### src/rtl/rc4_decrypt_ctrl.sv
// RC4 decrypt controller: requests KSA, then one keystream byte per ciphertext byte, XORs and streams plaintext.
// Optional RC4-drop[n] mode is built in when the RC4_DROP_EN macro is defined.
//
// state     | meaning
// ----------+-------------------------------------------------------
// IDLE      | waiting for start_i; msg_len_i latched on start
// KSA_REQ   | one-cycle genStateArr_o pulse
// KSA_WAIT  | waiting for sarrGenerated_i
// DROP_REQ  | one-cycle genVal_o pulse for a discarded byte (RC4_DROP_EN)
// DROP_WAIT | waiting for the discarded byte (RC4_DROP_EN)
// KS_REQ    | one-cycle genVal_o pulse for the next keystream byte
// KS_WAIT   | waiting for valReady_i; keystream byte latched
// CIPHER    | accepting one ciphertext byte
// OUT       | plaintext byte held until plain_ready_i
// DONE      | one-cycle done_o pulse

module rc4_decrypt_ctrl #(
    parameter int unsigned LEN_W  = 16,
    parameter int unsigned DROP_N = 256
) (
    input  logic             clk,
    input  logic             rst_i,
    input  logic             start_i,
    input  logic [LEN_W-1:0] msg_len_i,
    input  logic             cipher_valid_i,
    input  logic [7:0]       cipher_data_i,
    output logic             cipher_ready_o,
    output logic             plain_valid_o,
    output logic [7:0]       plain_data_o,
    input  logic             plain_ready_i,
    output logic             genStateArr_o,
    input  logic             sarrGenerated_i,
    output logic             genVal_o,
    input  logic             valReady_i,
    input  logic [7:0]       keystream_i,
    output logic             busy_o,
    output logic             done_o,
    output logic [LEN_W-1:0] byte_cnt_o
);

    typedef enum logic [3:0] {
        IDLE,
        KSA_REQ,
        KSA_WAIT,
`ifdef RC4_DROP_EN
        DROP_REQ,
        DROP_WAIT,
`endif
        KS_REQ,
        KS_WAIT,
        CIPHER,
        OUT,
        DONE
    } state_t;

    state_t           state_q;
    state_t           state_d;
    logic [LEN_W-1:0] len_q;
    logic [LEN_W-1:0] cnt_q;
    logic [LEN_W-1:0] cnt_nxt;
    logic [7:0]       ks_q;
    logic [7:0]       plain_q;
    logic             plain_vld_q;
    logic             last_byte;

    assign cnt_nxt   = cnt_q + LEN_W'(1);
    assign last_byte = (cnt_nxt == len_q);

`ifdef RC4_DROP_EN
    localparam int unsigned DROP_W = (DROP_N < 2) ? 1 : $clog2(DROP_N + 1);

    // down-counter of discarded bytes still to be received
    logic [DROP_W-1:0] drop_q;
    logic              last_drop;

    assign last_drop = (drop_q == DROP_W'(1));
`endif

    always_ff @(posedge clk) begin
        if (rst_i) begin
            state_q <= IDLE;
        end else begin
            state_q <= state_d;
        end
    end

    always_comb begin
        state_d        = state_q;
        genStateArr_o  = 1'b0;
        genVal_o       = 1'b0;
        cipher_ready_o = 1'b0;
        done_o         = 1'b0;
        case (state_q)
            IDLE: begin
                if (start_i) begin
                    state_d = (msg_len_i == '0) ? DONE : KSA_REQ;
                end
            end
            KSA_REQ: begin
                genStateArr_o = 1'b1;
                state_d       = KSA_WAIT;
            end
            KSA_WAIT: begin
                if (sarrGenerated_i) begin
`ifdef RC4_DROP_EN
                    state_d = (DROP_N == 0) ? KS_REQ : DROP_REQ;
`else
                    state_d = KS_REQ;
`endif
                end
            end
`ifdef RC4_DROP_EN
            DROP_REQ: begin
                genVal_o = 1'b1;
                state_d  = DROP_WAIT;
            end
            DROP_WAIT: begin
                if (valReady_i) begin
                    state_d = last_drop ? KS_REQ : DROP_REQ;
                end
            end
`endif
            KS_REQ: begin
                genVal_o = 1'b1;
                state_d  = KS_WAIT;
            end
            KS_WAIT: begin
                if (valReady_i) begin
                    state_d = CIPHER;
                end
            end
            CIPHER: begin
                cipher_ready_o = 1'b1;
                if (cipher_valid_i) begin
                    state_d = OUT;
                end
            end
            OUT: begin
                if (plain_ready_i) begin
                    state_d = last_byte ? DONE : KS_REQ;
                end
            end
            DONE: begin
                done_o  = 1'b1;
                state_d = IDLE;
            end
            default: state_d = IDLE;
        endcase
    end

    always_ff @(posedge clk) begin
        if (rst_i) begin
            len_q       <= '0;
            cnt_q       <= '0;
            ks_q        <= '0;
            plain_q     <= '0;
            plain_vld_q <= 1'b0;
`ifdef RC4_DROP_EN
            drop_q      <= '0;
`endif
        end else begin
            case (state_q)
                IDLE: begin
                    if (start_i) begin
                        len_q <= msg_len_i;
                        cnt_q <= '0;
                    end
                end
`ifdef RC4_DROP_EN
                KSA_WAIT: begin
                    if (sarrGenerated_i) begin
                        drop_q <= DROP_W'(DROP_N);
                    end
                end
                DROP_WAIT: begin
                    if (valReady_i) begin
                        drop_q <= drop_q - DROP_W'(1);
                    end
                end
`endif
                KS_WAIT: begin
                    if (valReady_i) begin
                        ks_q <= keystream_i;
                    end
                end
                CIPHER: begin
                    if (cipher_valid_i) begin
                        plain_q     <= cipher_data_i ^ ks_q;
                        plain_vld_q <= 1'b1;
                    end
                end
                OUT: begin
                    if (plain_ready_i) begin
                        plain_vld_q <= 1'b0;
                        cnt_q       <= cnt_nxt;
                    end
                end
                default: ;
            endcase
        end
    end

    assign busy_o        = (state_q != IDLE);
    assign plain_valid_o = plain_vld_q;
    assign plain_data_o  = plain_q;
    assign byte_cnt_o    = cnt_q;

endmodule

### config.mk
export PLATFORM = sky130hd
export DESIGN_NAME = rc4_decrypt_ctrl
export DESIGN_NICKNAME = d
export VERILOG_FILES = /design/src/rtl/rc4_decrypt_ctrl.sv
export SDC_FILE = /design/constraint.sdc
export NUM_CORES = 1
export LEC_CHECK = 0
export ABC_AREA = 1
export CORE_MARGIN = 10
export CORE_UTILIZATION = 35
export DETAILED_ROUTE_END_ITERATION = 10
export MAX_ROUTING_LAYER = met4
export PLACE_DENSITY = 0.62
export SYNTH_ARGS = -nofsm -noshare
export SYNTH_HDL_FRONTEND = slang
export SYNTH_SLANG_ARGS = --single-unit
### constraint.sdc
create_clock -name clk -period 1.9 [get_ports clk]
set_clock_uncertainty 0.15 [all_clocks]
set_input_delay 0.285 -clock clk [delete_from_list [all_inputs] [get_ports clk]]
set_output_delay 0.285 -clock clk [all_outputs]
set_load 0.01 [all_outputs]
==> impl_metrics.py, run 1 <==
metrics = {
    "routing": {
        "firstDrtPassIters": 4,
        "ant_nets": 0,
        "drc": 0,
        "dr_total_vias": 3096,
        "drt_wl_total_um": 8824,
        "via_per_inst": 4.830,
        "drt_iter0_markers": 117,
        "avgRoutedWirePerCell_um": 13.77,
    },
    "floorplanning": {
        "dieArea_sq_mm": 0.01212,
        "rows": 32,
        "die_y_um": 110.1,
        "io_pins": 69,
        "coreArea_sq_mm": 0.007807,
        "initial_utilization_pct": 36.38,
        "fp.dieW_um": 110.1,
    },
    "worst_setup_path": {
        "crit_chain": "nand2_2 > nor2_4 > buf_4 > nand3_1 > nand2_1 > nand3_1 > nand2_1 > nand3_2 > nor2_1 > nand3_1 > nand2_1 > nand2_1 > a21oi_2",
        "crit_required_ns": 2.00,
        "critical_path.max_fanout": 4,
        "critPathBufInv": 1,
        "crit_path_max_incr_delay_ns": 0.39,
        "path_delay_family": "simple AND/OR/NAND/NOR gates",
        "end_kind": "register",
        "critPathArrivalTime_ns": 2.00,
        "cp-start-kind": "register",
        "cp_common_cell": "nand2_1",
        "crit_type": "reg -> reg",
        "crit_slowest_cell": "dfxtp_1",
    },
    "power": {
        "power_frac_comb_pct": 32.4,
        "ir_worst_vdd_uv": 380.1,
        "power.leakage_uw": 0.001681,
        "switching_power_uw": 1015,
        "p_sw_share_pct": 35.11,
        "powerDensity_mw_per_mm2": 700.1,
        "pwr-share-clk_pct": 22.8,
        "seqPwrFrac_pct": 44.8,
        "p_total_uw": 2890,
        "power.internal_uw": 1875,
    },
    "final_layout": {
        "diodes": 0,
        "layout-drive-gt1-share_pct": 18.37,
        "fin_cells": 641,
        "layout.nets": 578,
        "syn2layout_area_growth_pct": 45.33,
    },
    "clock_tree": {
        "cts_tree": "yes",
        "clk_pin_slew_ns": 0.10,
        "root_buffer": "clkbuf_8",
        "htree_levels": 2,
        "cts.sinks": 52,
        "cts_buffer_depth": 2,
        "cts_buffers": 5,
        "insertion_delay_ns": 0.31,
        "cts_hold_buf": 0,
    },
    "synth": {
        "yosysSeqAreaShare_pct": 36.65,
        "synthesis.area_sq_mm": 0.002840,
        "ys_async_sr_fraction_pct": 0,
        "yosysWarnings": 0,
        "syn_avg_cell_area_sq_um": 6.605,
        "synth-seq-cells": 52,
        "synth_nets": 470,
        "yosysUniqueCellTypes": 33,
        "synth-edff-count": 0,
        "synthCells": 430,
        "synth_flop_cell": "dfxtp_1",
    },
    "timing": {
        "hold_slack_ns": 0.3144,
        "rsz0062_at_grt": "true",
        "worstMarginPinSlew_ns": 0.3932,
        "finalSetupViolations": 1,
        "hold_violations": 0,
        "maxSlewHeadroom_pct": 73.54,
        "fmax_mhz": 525.8,
        "setup_ws_ns": -0.002039,
        "min_period_ns": 1.902,
        "post-route-period-util_pct": 100.1,
        "drv_slew": 0,
    },
    "status": {
        "violations": "negative setup slack",
        "outcome": "finished, violations left",
    },
    "grt": {
        "grt_start_max_net_pins": 28,
        "grt-ovfl-total": 0,
        "antenna_found_initial": 0,
        "grt_pass1_vias": 3198,
        "grt_use_total_pct": 15.42,
        "grt_pass1_wl_um": 14690,
    },
    "placement": {
        "port-buffer-count": 68,
        "dp_cells": 627,
        "dp_hpwl_um": 7051,
        "globalplace.congestion": 0.9233,
    },
    "job": {
        "cap_violations": 0,
    },
    "hold_path": {
        "hp-class": "reg -> reg",
    },
}
## cells in the mapped netlist (all sizes together) (2+ instances only)
master | instances | area (sq um)
a211oi | 3 | 27.52
a21oi | 50 | 254.0
a31oi | 3 | 18.77
buf | 5 | 26.27
clkbuf | 9 | 33.78
dfxtp | 52 | 1041
inv | 53 | 198.9
nand2 | 117 | 456.7
nand3 | 50 | 255.3
nand4 | 6 | 37.54
nor2 | 34 | 185.2
nor3 | 4 | 25.02
nor4 | 2 | 12.51
o21ai | 28 | 143.9
xor2 | 8 | 70.07
## state kept, by name (all words and copies together) (netlist names)
register and flops:
plain_data_o 8, plain_valid_o 1, state_q 3, ks_q 8, len_q 16, byte_cnt_o 16
## metal layers
| metal | vias to the layer above | global-route usage [%] | routed length (um) |
|---|---|---|---|
| met2 | 79 | 26.88 | 4201 |
| met1 | 1392 | 17.09 | 3944 |
| li1 | 1618 | - | - |
| met5 | - | - | 0 |
| met4 | 0 | 3.717 | 85 |
| met3 | 7 | 4.179 | 594 |
## power by group through the flow
stage | clock [uW] | combinational [uW] | sequential [uW]
2_1_floorplan | 0 | 537 | 1300
3_3_place_gp | 0 | 930 | 1310
3_5_place_dp | 0 | 939 | 1310
4_1_cts | 673 | 935 | 1290
5_1_grt | 707 | 1040 | 1310
6_report | 658 | 936 | 1300
## timing repair
item | in CTS | in global routing
buffers inserted | 3 | 3
pin swaps | 18 | 7
endpoints found under the setup margin | 6 | 4
gates resized for setup | 26 | 8
## layout make-up
class	instances	area [sq um]
Sequential cell	52	1047
Timing Repair Buffer	115	1060
Clock inverter	3	21.27
Clock buffer	5	68.82
Multi-Input combinational cell	311	1604
Tap cell	102	127.6
Fill cell	796	3680
Inverter	53	198.9
## kinds of logic after synthesis
logic type | Yosys count | share of synthesized area, %
buffers and inverters | 67 | 9.119
DFF | 52 | 36.65
xor gates and xnor gates | 8 | 2.467
AOI/OAI and AO/OA | 86 | 16.39
and+or+nand+nor | 216 | 34.93
adders and majority gates | 1 | 0.4405
## metrics by stage
stage	utilization (%)	cell area [sq um]	TNS, ns	setup WS, ns
floorplan	-	2841	0	0.02846
global placement	50.08	3910	0	0.03383
detailed placement	50.08	3910	-0.08013	-0.05808
CTS	52.36	4088	0	0.001687
global route	52.87	4128	-0.1798	-0.1779
finish	52.87	4128	-0.002039	-0.002039
## final timing paths
path | slack, ns | end | cells past startpoint | startpoint
min reg2reg | 0.31 | ks_q[5] | 2 | ks_q[5]
max | -0.002 | state_q[2] | 13 | byte_cnt_o[4]
max reg2reg | -0.002 | state_q[2] | 13 | byte_cnt_o[4]
min | 0.31 | ks_q[5] | 2 | ks_q[5]
## tightest hold or removal path: stages (launching register included)
cell and delay (ns):
dfxtp_1 0.33, inv_1 0.05, a21oi_1 0.05
## cells in the final DEF, fill, tap and decap left out, drive strengths merged
master,n
dlygate4sd2,5
o32ai,1
a31oi,3
dlymetal6s2s,2
clkbuf,5
nand4,6
nor4,2
and2,1
clkdlybuf4s50,61
ha,1
clkinv,1
nand3,50
xor2,8
nor3,4
clkinvlp,1
buf,47
dfxtp,52
o21ai,28
inv,54
a211oi,3
nor2,34
nand2,117
o22ai,1
nand3b,1
a21oi,50
or2,1
No activity file was read; power rests on OpenSTA's default activity.
==> run 2: changes to the inputs <==
- CORE_UTILIZATION: 35 -> 50
- PLACE_DENSITY: 0.62 -> 0.81
- RECOVER_POWER: default -> 100
- clock period: 1.9 -> 2.1 ns (I/O delays scaled with it)
==> impl_metrics.py, run 2 (synthesized netlist as in run 1, its figures left out) <==
metrics = {
    "floorplanning": {
        "coreArea_sq_mm": 0.005507,
        "initial_utilization_pct": 51.58,
        "rows": 27,
        "fp.dieW_um": 95.37,
        "io_pins": 69,
        "die_y_um": 95.37,
        "dieArea_sq_mm": 0.009095,
    },
    "worst_setup_path": {
        "crit_type": "reg -> out",
        "critical_path.max_fanout": 7,
        "end_kind": "primary output",
        "crit_required_ns": 1.63,
        "crit_chain": "nand2_1 > nor2_1 > clkdlybuf4s50_1",
        "crit_path_max_incr_delay_ns": 0.57,
        "cp-start-kind": "register",
        "crit_slowest_cell": "clkdlybuf4s50_1",
        "critPathArrivalTime_ns": 1.53,
    },
    "final_layout": {
        "final_cell_mix": "nand2_1, inv_1, nand3_1, a21oi_1, clkdlybuf4s50_1",
        "layout_commonest_cell": "nand2_1",
        "syn2layout_area_growth_pct": 32.60,
        "diodes": 0,
        "layout-drive-gt1-share_pct": 10.50,
        "fin_area_sq_mm": 0.003766,
        "layout.nets": 544,
        "fin_cells": 577,
    },
    "timing": {
        "rsz0062_at_grt": "true",
        "fmax_mhz": 500.5,
        "drv_slew": 0,
        "maxSlewHeadroom_pct": 57.63,
        "hold_slack_ns": 0.3103,
        "worstMarginPinSlew_ns": 0.6349,
        "hold_violations": 0,
        "finalSetupViolations": 0,
        "min_period_ns": 1.998,
        "post-route-period-util_pct": 95.14,
    },
    "clock_tree": {
        "cts_tree": "yes",
        "htree_levels": 2,
        "root_buffer": "clkbuf_8",
        "cts_buffers": 5,
        "cts_buffer_depth": 2,
        "insertion_delay_ns": 0.31,
        "clk_pin_slew_ns": 0.10,
        "cts.sinks": 52,
        "cts_hold_buf": 0,
    },
    "routing": {
        "firstDrtPassIters": 4,
        "drc": 0,
        "drt_iter0_markers": 188,
        "dr_total_vias": 3042,
        "via_per_inst": 5.272,
        "drt_wl_total_um": 8177,
        "ant_nets": 0,
        "avgRoutedWirePerCell_um": 14.17,
    },
    "grt": {
        "grt_pass1_wl_um": 13160,
        "antenna_found_initial": 0,
        "grt_start_max_net_pins": 28,
        "grt-ovfl-total": 0,
        "grt_use_total_pct": 18.54,
        "grt_pass1_vias": 2886,
    },
    "power": {
        "ir_worst_vdd_uv": 426.5,
        "p_total_uw": 2640,
        "powerDensity_mw_per_mm2": 700.9,
        "power.leakage_uw": 0.001491,
    },
    "placement": {
        "port-buffer-count": 68,
        "dp_hpwl_um": 6317,
        "dp_cells": 567,
        "globalplace.congestion": 0.9499,
        "place_area_sq_mm": 0.003633,
    },
    "job": {
        "cap_violations": 0,
    },
    "status": {
        "outcome": "finished clean",
    },
    "hold_path": {
        "hp-class": "reg -> reg",
    },
}
==> run 2: where the power goes <==
part	switching [uW]	internal, uW	leakage, uW	total [uW]
registers	90.3	1090	0.000427	1180
logic	443	297	0.00101	740
clock network	361	360	0.0000548	720
==> run 2: routing by layer <==
layer / track usage [%] / vias up / share of wire [%]
li1: - / 1551 / -
met1: 20.81 / 1354 / 42
met2: 29.15 / 113 / 45
met3: 6.520 / 24 / 9.8
met4: 8.354 / 0 / 2.8
met5: - / - / 0
==> run 2: stage by stage <==
| step | setup TNS [ns] | utilization [%] | setup WS [ns] |
|---|---|---|---|
| floorplan | 0 | - | 0.1931 |
| global route | -0.04887 | 68.39 | -0.04887 |
| detailed placement | 0 | 65.99 | 0.08355 |
| finish | 0 | 68.39 | 0.1020 |
| CTS | 0 | 68.10 | 0.02500 |
| global placement | 0 | 65.99 | 0.1564 |
==> run 2: worst max-delay path, delay by kind of cell (launching register included) <==
kind / cells / cell delay (ns)
flops: 1 / 0.40
simple gates: 2 / 0.25
buf+inv: 1 / 0.57
==> run 2: final timing paths <==
| path | from | endpoint | slack, ns | cells after the start |
|---|---|---|---|---|
| max | state_q[1] | genVal_o | 0.10 | 3 |
| min reg2reg | plain_data_o[1] | plain_data_o[1] | 0.31 | 2 |
| min | plain_data_o[1] | plain_data_o[1] | 0.31 | 2 |
| max reg2reg | byte_cnt_o[1] | state_q[2] | 0.12 | 13 |
==> run 2: area by class of cell <==
type	count	area, sq um
clock buffers	5	68.82
clock inverters	3	46.29
fillers	490	1740
inverters	53	198.9
multi-input cells	311	1546
flip-flops and latches	52	1051
well taps	72	90.09
repair buffers	81	764.5
==> run 2: repair_timing <==
| item | in CTS | in global routing |
|---|---|---|
| resized for setup | 3 | 13 |
| cloned | 0 | 0 |
| setup buffers | 0 | 2 |
| pin swaps | 0 | 3 |
| setup endpoints to repair | 3 | 4 |
==> run 3: changes to the inputs <==
- SKIP_LAST_GASP: default -> 1
==> results of run 3 <==
Final layout, timing and power as in run 2 (identical DEF).
